`config.mk`:
```
export PLATFORM = sky130hd
export DESIGN_NAME = bit_serializer_flat
export DESIGN_NICKNAME = d
export VERILOG_FILES = /design/src/rtl/bit_serializer_if.sv /design/src/rtl/bit_serializer.sv /design/src/flat_wrapper.sv
export SDC_FILE = /design/constraint.sdc
export NUM_CORES = 1
export LEC_CHECK = 0
export CAP_MARGIN = 20
export CORE_ASPECT_RATIO = 0.75
export CORE_UTILIZATION = 40
export CTS_BUF_LIST = sky130_fd_sc_hd__clkbuf_8 sky130_fd_sc_hd__clkbuf_16
export CTS_CLUSTER_SIZE = 24
export DETAILED_ROUTE_END_ITERATION = 8
export GPL_TIMING_DRIVEN = 1
export PLACE_DENSITY_LB_ADDON = 0.2
export SYNTH_ARGS = -nofsm -noshare
export SYNTH_HDL_FRONTEND = slang
export SYNTH_SLANG_ARGS = --single-unit
```
`constraint.sdc`:
```
create_clock -name clk -period 5.3 [get_ports clk]
set_input_delay 1.59 -clock clk [delete_from_list [all_inputs] [get_ports clk]]
set_output_delay 1.59 -clock clk [all_outputs]
set_load 0.03 [all_outputs]
```
`src/rtl/bit_serializer_if.sv`:
```
// Parallel-in / serial-out handshake bundle for bit_serializer.
// master drives words and ser_en; slave (the serializer) drives the serial side.
interface bit_serializer_if #(
    parameter int unsigned WIDTH = 16,
    parameter int unsigned LEN_W = 5
);
    logic             in_valid;
    logic             in_ready;
    logic [WIDTH-1:0] in_data;
    logic [LEN_W-1:0] in_len;
    logic             ser_en;
    logic             ser_bit;
    logic             ser_valid;
    logic             ser_last;

    modport master (
        output in_valid, in_data, in_len, ser_en,
        input  in_ready, ser_bit, ser_valid, ser_last
    );

    modport slave (
        input  in_valid, in_data, in_len, ser_en,
        output in_ready, ser_bit, ser_valid, ser_last
    );
endinterface

```
`src/rtl/bit_serializer.sv`:
```
// LSB-first word serializer with a one-word hold buffer for bubble-free streaming.
// Optional macro SER_PARITY_EN appends an even-parity bit after each word.
module bit_serializer #(
    parameter int unsigned WIDTH    = 16,
    parameter int unsigned LEN_W    = 5,
    parameter logic        IDLE_BIT = 1'b0
) (
    input  logic                clk,
    input  logic                rst,
    bit_serializer_if.slave     bus,
    output logic                busy,
    output logic [15:0]         word_count
);

    typedef enum logic {IDLE, SHIFT} state_t;

    state_t           state_q, state_n;
    logic [WIDTH-1:0] act_q, act_n, hold_q, hold_n;
    logic [LEN_W-1:0] len_q, len_n, hlen_q, hlen_n, cnt_q, cnt_n;
    logic [LEN_W-1:0] len_cl;
    logic             hold_full_q, hold_full_n;
    logic [15:0]      wc_n;
    logic             ser_bit_n, ser_valid_n, ser_last_n, in_ready_n, busy_n;
    logic             accept;
`ifdef SER_PARITY_EN
    logic             par_q, par_n;
`endif

    assign accept = bus.in_valid & bus.in_ready;

    // Out-of-range lengths (0 or above WIDTH) mean a full word
    always_comb begin
        len_cl = bus.in_len;
        if (bus.in_len == '0 || bus.in_len > LEN_W'(WIDTH))
            len_cl = LEN_W'(WIDTH);
    end

    always_ff @(posedge clk or posedge rst) begin
        if (rst) begin
            state_q       <= IDLE;
            act_q         <= '0;
            hold_q        <= '0;
            len_q         <= '0;
            hlen_q        <= '0;
            cnt_q         <= '0;
            hold_full_q   <= 1'b0;
            word_count    <= '0;
            bus.in_ready  <= 1'b1;
            bus.ser_bit   <= IDLE_BIT;
            bus.ser_valid <= 1'b0;
            bus.ser_last  <= 1'b0;
            busy          <= 1'b0;
`ifdef SER_PARITY_EN
            par_q         <= 1'b0;
`endif
        end else begin
            state_q       <= state_n;
            act_q         <= act_n;
            hold_q        <= hold_n;
            len_q         <= len_n;
            hlen_q        <= hlen_n;
            cnt_q         <= cnt_n;
            hold_full_q   <= hold_full_n;
            word_count    <= wc_n;
            bus.in_ready  <= in_ready_n;
            bus.ser_bit   <= ser_bit_n;
            bus.ser_valid <= ser_valid_n;
            bus.ser_last  <= ser_last_n;
            busy          <= busy_n;
`ifdef SER_PARITY_EN
            par_q         <= par_n;
`endif
        end
    end

    // Next state plus next values of every registered output
    always_comb begin
        state_n     = state_q;
        act_n       = act_q;
        hold_n      = hold_q;
        len_n       = len_q;
        hlen_n      = hlen_q;
        cnt_n       = cnt_q;
        hold_full_n = hold_full_q;
        wc_n        = word_count;
`ifdef SER_PARITY_EN
        par_n       = par_q;
`endif

        case (state_q)
            IDLE: begin
                if (accept) begin
                    act_n   = bus.in_data;
                    len_n   = len_cl;
                    cnt_n   = '0;
`ifdef SER_PARITY_EN
                    par_n   = 1'b0;
`endif
                    state_n = SHIFT;
                end
            end
            SHIFT: begin
                if (bus.ser_en && bus.ser_last) begin
                    wc_n = word_count + 16'd1;
                    if (hold_full_q) begin
                        act_n       = hold_q;
                        len_n       = hlen_q;
                        cnt_n       = '0;
                        hold_full_n = 1'b0;
`ifdef SER_PARITY_EN
                        par_n       = 1'b0;
`endif
                    end else if (accept) begin
                        act_n = bus.in_data;
                        len_n = len_cl;
                        cnt_n = '0;
`ifdef SER_PARITY_EN
                        par_n = 1'b0;
`endif
                    end else begin
                        state_n = IDLE;
                    end
                end else begin
                    if (bus.ser_en) begin
                        act_n = act_q >> 1;
                        cnt_n = cnt_q + LEN_W'(1);
`ifdef SER_PARITY_EN
                        par_n = par_q ^ act_q[0];
`endif
                    end
                    if (accept) begin
                        hold_n      = bus.in_data;
                        hlen_n      = len_cl;
                        hold_full_n = 1'b1;
                    end
                end
            end
            default: state_n = IDLE;
        endcase

        ser_valid_n = (state_n == SHIFT);
        ser_bit_n   = IDLE_BIT;
        ser_last_n  = 1'b0;
        if (state_n == SHIFT) begin
            ser_bit_n  = act_n[0];
`ifdef SER_PARITY_EN
            if (cnt_n == len_n)
                ser_bit_n = par_n;
            ser_last_n = (cnt_n == len_n);
`else
            ser_last_n = (cnt_n == len_n - LEN_W'(1));
`endif
        end
        in_ready_n = ~hold_full_n;
        busy_n     = ser_valid_n | hold_full_n;
    end

endmodule
```
`src/flat_wrapper.sv`:
```
// flat-port wrapper written by rule: the top's interface ports become plain ports
module bit_serializer_flat 
#(
    parameter int unsigned WIDTH    = 16,
    parameter int unsigned LEN_W    = 5,
    parameter logic        IDLE_BIT = 1'b0
)
  (clk, rst, busy, word_count, bus_in_valid, bus_in_data, bus_in_len, bus_ser_en, bus_in_ready, bus_ser_bit, bus_ser_valid, bus_ser_last);
  bit_serializer_if #(.WIDTH(WIDTH), .LEN_W(LEN_W)) bus_i ();
  input  logic clk;
  input  logic rst;
  output logic busy;
  output logic [15:0] word_count;
  input wire logic [$bits(bus_i.in_valid)-1:0] bus_in_valid;
  input wire logic [$bits(bus_i.in_data)-1:0] bus_in_data;
  input wire logic [$bits(bus_i.in_len)-1:0] bus_in_len;
  input wire logic [$bits(bus_i.ser_en)-1:0] bus_ser_en;
  output wire logic [$bits(bus_i.in_ready)-1:0] bus_in_ready;
  output wire logic [$bits(bus_i.ser_bit)-1:0] bus_ser_bit;
  output wire logic [$bits(bus_i.ser_valid)-1:0] bus_ser_valid;
  output wire logic [$bits(bus_i.ser_last)-1:0] bus_ser_last;
  assign bus_i.in_valid = bus_in_valid;
  assign bus_i.in_data = bus_in_data;
  assign bus_i.in_len = bus_in_len;
  assign bus_i.ser_en = bus_ser_en;
  assign bus_in_ready = bus_i.in_ready;
  assign bus_ser_bit = bus_i.ser_bit;
  assign bus_ser_valid = bus_i.ser_valid;
  assign bus_ser_last = bus_i.ser_last;
  bit_serializer #(.WIDTH(WIDTH), .LEN_W(LEN_W), .IDLE_BIT(IDLE_BIT)) u_core (.clk(clk), .rst(rst), .bus(bus_i), .busy(busy), .word_count(word_count));
endmodule
```
# --- Word-level counts from Yosys, hierarchy flattened ---
# Cells that the tools add are included.
classes:
  n_lt_le_gt_ge: 1
  bitwise_logic: 5
  addsub: 3
  n_reduce_logical: 5
  eq_ne: 2
  mux: 24
op_table:
  columns: ["op", "n"]
  rows:
  - ["2-to-1 mux 16 bit", 4]
  - ["2-to-1 mux 5 bit", 8]
  - ["one-hot mux 16 bit (2 select lines)", 1]
  - ["one-hot mux 5 bit (2 select lines)", 2]
  - ["adder 16 x 1 -> 16 bit, second input constant", 1]
  - ["2-to-1 mux 1 bit", 8]
  - ["adder 5 x 1 -> 5 bit, second input constant", 1]
  - ["== test 5 bit", 1]
  - ["> comparator 5 bit, second input constant", 1]
  - ["logical NOT 5 bit", 1]
  - ["subtractor 5 x 1 -> 5 bit, second input constant", 1]
  - ["inequality test 3 bit, second input constant", 1]
  - ["NOT 1 bit", 3]
  - ["AND reduction 3 bit", 1]
  - ["one-hot mux 1 bit (2 select lines)", 1]
  - ["AND reduction 2 bit", 1]
  - ["bitwise AND 1 bit", 1]
  - ["logical AND 1 bit", 1]
  - ["logical OR 1 bit", 1]
  - ["bitwise OR 1 bit", 1]
totals:
  elab_cells: 53
  register_bits: 69
  out_inout_bits: 21
  input_bits: 25

# --- Longest topological paths before layout ---
logic_depth:
  depth_word: 10
  ltp_mapped: 9
  depth_no_buf: 9

# --- Worst setup path after synthesis ---
# Ideal clock, no wire load.
synth_timing:
  path_kind: "input -> register"
  from: "in bus_in_len[0]"
  to: "reg u_core.bus.ser_last"
  arrival_ns: 3.781
  cell_stages: 9
  setup_slack_ns: 1.425
  cell_sequence: "or4_1 ha_1 nand2b_1 or2_2 a32oi_1 xor2_1 xnor2_1 nand3_1 a221oi_2"
synth_via:
  elab_chain_len: 10
synth_rtl:
  columns: ["item", "line", "rtl"]
  rows:
  - ["start: declaration", "flat_wrapper.sv:16", "input wire logic [$bits(bus_i.in_len)-1:0] bus_in_len;"]
  - ["> comparator 5 bit or logical NOT 5 bit (tied branches)", "bit_serializer.sv:34", "if (bus.in_len == '0 || bus.in_len > LEN_W'(WIDTH))"]
  - ["logical OR 1 bit *", "bit_serializer.sv:34", null]
  - ["2-to-1 mux 5 bit *", "bit_serializer.sv:34", null]
  - ["2-to-1 mux 5 bit *", "bit_serializer.sv:92, bit_serializer.sv:113", null]
  - ["2-to-1 mux 5 bit", "bit_serializer.sv:105", "if (hold_full_q) begin"]
  - ["2-to-1 mux 5 bit", "bit_serializer.sv:103", "if (bus.ser_en && bus.ser_last) begin"]
  - ["one-hot mux 5 bit (2 select lines) *", "bit_serializer.sv:90", "case (state_q)"]
  - ["via u_core.len_n[3]", "bit_serializer.sv:19", "logic [LEN_W-1:0] len_q, len_n, hlen_q, hlen_n, cnt_q, cnt_n;"]
  - ["subtractor 5 x 1 -> 5 bit *", "bit_serializer.sv:151", "ser_last_n = (cnt_n == len_n - LEN_W'(1));"]
  - ["== test 5 bit *", "bit_serializer.sv:151", null]
  - ["2-to-1 mux 1 bit *", "bit_serializer.sv:144", "if (state_n == SHIFT) begin"]
  - ["via u_core.ser_last_n", "bit_serializer.sv:23", "logic ser_bit_n, ser_valid_n, ser_last_n, in_ready_n, busy_n;"]
  - ["end signal: assignment", "bit_serializer.sv:68", "bus.ser_last <= ser_last_n;"]
  - ["end: declaration", "bit_serializer_if.sv:23", "output in_ready, ser_bit, ser_valid, ser_last"]
# Mark *: on every way through the listed nets, which the timed path passes. The rest lies on a longest branch.
# A chain may end at the register's enable or synchronous reset.

# --- Final worst setup path ---
layout_timing:
  from: "in bus_in_len[1]"
  to: "reg u_core.bus.ser_last"
# The elaborated chain is that of the path after synthesis.

==> metrics.txt <==
run status=finished, final reports clean; hold slack=about 0.47 ns; relative slew slack=between 40% and 50%; ranking of synthesized cells by area=dfrtp_1 52%, mux2_2 5.5%, nand2_1 4.9%; post-route cell area=around 4100 um^2; vias in the first global route=2577; FF/Latch Area=about 1700 um^2; critical path type=in2reg; sequential share of power=between 40% and 50%; skew final=0.008494 ns; area leader, netlist=dfrtp_1; Initial Util=just over 40%; drt pass-1 iters=4; vias per cell=~5.4; top fanout value on the critical path=4; cts-stage hold buffer count=0; maximum buffer depth of the clock tree=2; GRT Resource Usage Total=20.09%; dpl cell area=about 3800 um^2; clk slew on worst S/H paths=about 0.080 ns; switching pwr=between 700 and 800 uW; Multi-input gate area=between 1000 and 1500 um^2; worst path cell trace=clkdlybuf4s50_1 -> or4_1 -> ha_1 -> nand2b_1 -> or2_2 -> a32oi_1 -> xor2_1 -> xnor2_1 -> nand3_1 -> a221oi_2; Clk pwr share=25.8%; worst path bufs/invs=1; I/O Buffers=45; Avg Cell Area, Syn=around 10 um^2; Clock Sinks=69; full die area=roughly 8600 um^2; combinational share of power=between 30% and 40%; Critical Path Max Stage Delay=between 0.5 and 0.6 ns; final period utilization=between 70% and 80%; post-synthesis sequential area ratio=52.63%; setup fix buffers added after clock tree synthesis=0; Fin. Hold Viols=0; # diodes=0; post-DR wirelength/cell=15.80 um; Ports=46; Clock Latency Late Sink=about 0.35 ns; Worst Max-Slew Pin Slew=roughly 0.8 ns; Crit path arrival time=around 4.4 ns; Total Routed Length=7551 um; fin util=between 50% and 60%; slowest CP cell=or4_1; Root Buffer=clkbuf_8; Main synth FF type=dfrtp_1; Critical Path Source Type=input port; initial antenna violation count=0; setup TNS after final layout=0 ns; 1st-iter DRT viols=approximately 170; Lkg Pwr=around 1.8 nW; Worst Hold Class=reg2reg; TritonCTS buffer count=9; number of max-cap violations=0; routed vias=around 2600; Rows=28; share of the synthesized area in the top cell type=51.83%; setup violators final=0; unrepaired setup endpoints after global routing=false; CTS tree=done; layout cells sized above 1=about an eighth; Max VDD drop=approximately 0.0002 V; post-CTS sizing=0; worst path required time=between 5 and 6 ns; Fillers=763; first-pass GRT wire length=between 10000 and 15000 um; Tmin final=4.121 ns; Clock H-tree levels=3; CP delay by family, top=simple AND/OR/NAND/NOR gates; final net count=just under 400; Core Area=around 7900 um^2; GRT overflow=0; PwrDens=around 510 nW/um^2; flop and latch count out of synthesis=just under 70; die width=between 100 and 150 um; Die Span Y=80.46 um; Pins Over Slew Limit=0; EDFF count, synth=0; syn_nets=352; DRC Markers=0; Mapped Cells=~320; Max Freq=roughly 0.24 GHz; post-DP HPWL=5123 um; Switching Share=34.59%; ANT nets after route=0; Async S/R FF share, synth=100.0%; crit path capture type=register; library cells used by synthesis=45; pin count of the biggest net entering global routing=38; Pint=~1.4 mW; Routability Congestion=between 0.8 and 0.9; Layout area overhead=24.43%; Synth Warn #=0; mapped cell area=approximately 3300 um^2
registers in the layout (all words and copies together) (netlist names):
register              flops
u_core.bus.ser_bit        1
u_core.len_q              5
u_core.bus.in_ready       1
u_core.act_q             16
u_core.hold_q            16
u_core.bus.ser_valid      1
u_core.cnt_q              5
u_core.busy               1
u_core.hold_full_q        1
u_core.bus.ser_last       1
u_core.word_count        16
u_core.hlen_q             5
per-stage QoR:
stage | power, mW | cells | setup WS, ns
3_3_place_gp | 1.541 | 462 | 0.9177
4_1_cts | 2.115 | 478 | 1.218
6_report | 2.102 | 478 | 1.179
2_1_floorplan | 1.362 | 323 | 1.425
5_1_grt | 2.250 | 478 | 1.078
3_5_place_dp | 1.561 | 462 | 0.8564
power by group through the flow:
stage,sequential (mW),combinational (mW),clock [mW]
after floorplan,0.838,0.524,0
after global placement,0.860,0.681,0
after detailed placement,0.861,0.700,0
after CTS,0.854,0.704,0.558
after global routing,0.883,0.781,0.586
final,0.858,0.701,0.543
layout by cell type, fill, tap and decap left out, types with 4 or more instances in the layout:
cell / count
dfrtp_1: 68
clkdlybuf4s50_1: 45
nand2_1: 43
o21ai_0: 24
nor2_1: 19
a21oi_1: 17
mux2_2: 16
xnor2_1: 13
nand3_1: 12
inv_1: 10
clkbuf_8: 10
o221ai_1: 8
nand2b_1: 7
and3_1: 6
xor2_1: 6
o22a_1: 6
and2_1: 4
nand4_1: 4
nor3_1: 4
ha_1: 4
buf_4: 4
cell usage after synthesis (2+ instances only):
| library cell | number |
|---|---|
| xnor2_1 | 13 |
| o21a_1 | 2 |
| ha_1 | 4 |
| nand4_1 | 4 |
| inv_1 | 11 |
| and3_1 | 6 |
| o21ai_0 | 24 |
| nand2_1 | 43 |
| mux2_2 | 16 |
| and2_1 | 4 |
| a32oi_1 | 2 |
| nor3_1 | 4 |
| clkbuf_1 | 14 |
| o221ai_1 | 8 |
| nor2_1 | 19 |
| o2bb2ai_1 | 2 |
| a22o_1 | 3 |
| a21oi_1 | 17 |
| and4_1 | 2 |
| nand2b_1 | 7 |
| dfrtp_1 | 68 |
| xor2_1 | 6 |
| o22ai_1 | 2 |
| or4_1 | 2 |
| nand3b_1 | 3 |
| nand3_1 | 12 |
| a22oi_1 | 2 |
| o22a_1 | 6 |
cells by family after synthesis:
family,Yosys count,synth area share (%)
xor+xnor,19,5.069
flops,69,52.63
compound gates,77,15.63
buf+inv,27,3.315
mux,17,5.793
simple gates,110,16.04
fa+ha+maj,4,1.524
layout make-up:
type | instances | area share (%)
flip-flops and latches | 69 | 42.30
multi-input cells | 227 | 35.41
repair buffers | 49 | 11.76
clock buffers | 10 | 3.369
well taps | 105 | 3.216
clock inverters | 6 | 2.848
inverters | 12 | 1.103
worst paths after layout:
| path | cells past startpoint | from | to | slack [ns] |
|---|---|---|---|---|
| max in group asynchronous | 3 | rst | u_core.hlen_q[0] | 2.67 |
| min | 1 | u_core.word_count[15] | u_core.word_count[15] | 0.47 |
| min reg2reg | 1 | u_core.word_count[15] | u_core.word_count[15] | 0.47 |
| max reg2reg | 8 | u_core.bus.ser_valid | u_core.bus.ser_last | 2.38 |
| min in group asynchronous | 2 | rst | u_core.hold_q[4] | 1.67 |
| max | 10 | bus_in_len[1] | u_core.bus.ser_last | 1.18 |
metal layers:
| metal | GRT usage, % | vias up | wire length [um] |
|---|---|---|---|
| li1 | - | 1234 | - |
| met5 | 0 | - | 0 |
| met2 | 30.90 | 74 | 3399 |
| met3 | 6.494 | 6 | 381 |
| met4 | 4.932 | 0 | 63 |
| met1 | 27.42 | 1256 | 3707 |
(Power assumes the default switching activity.)
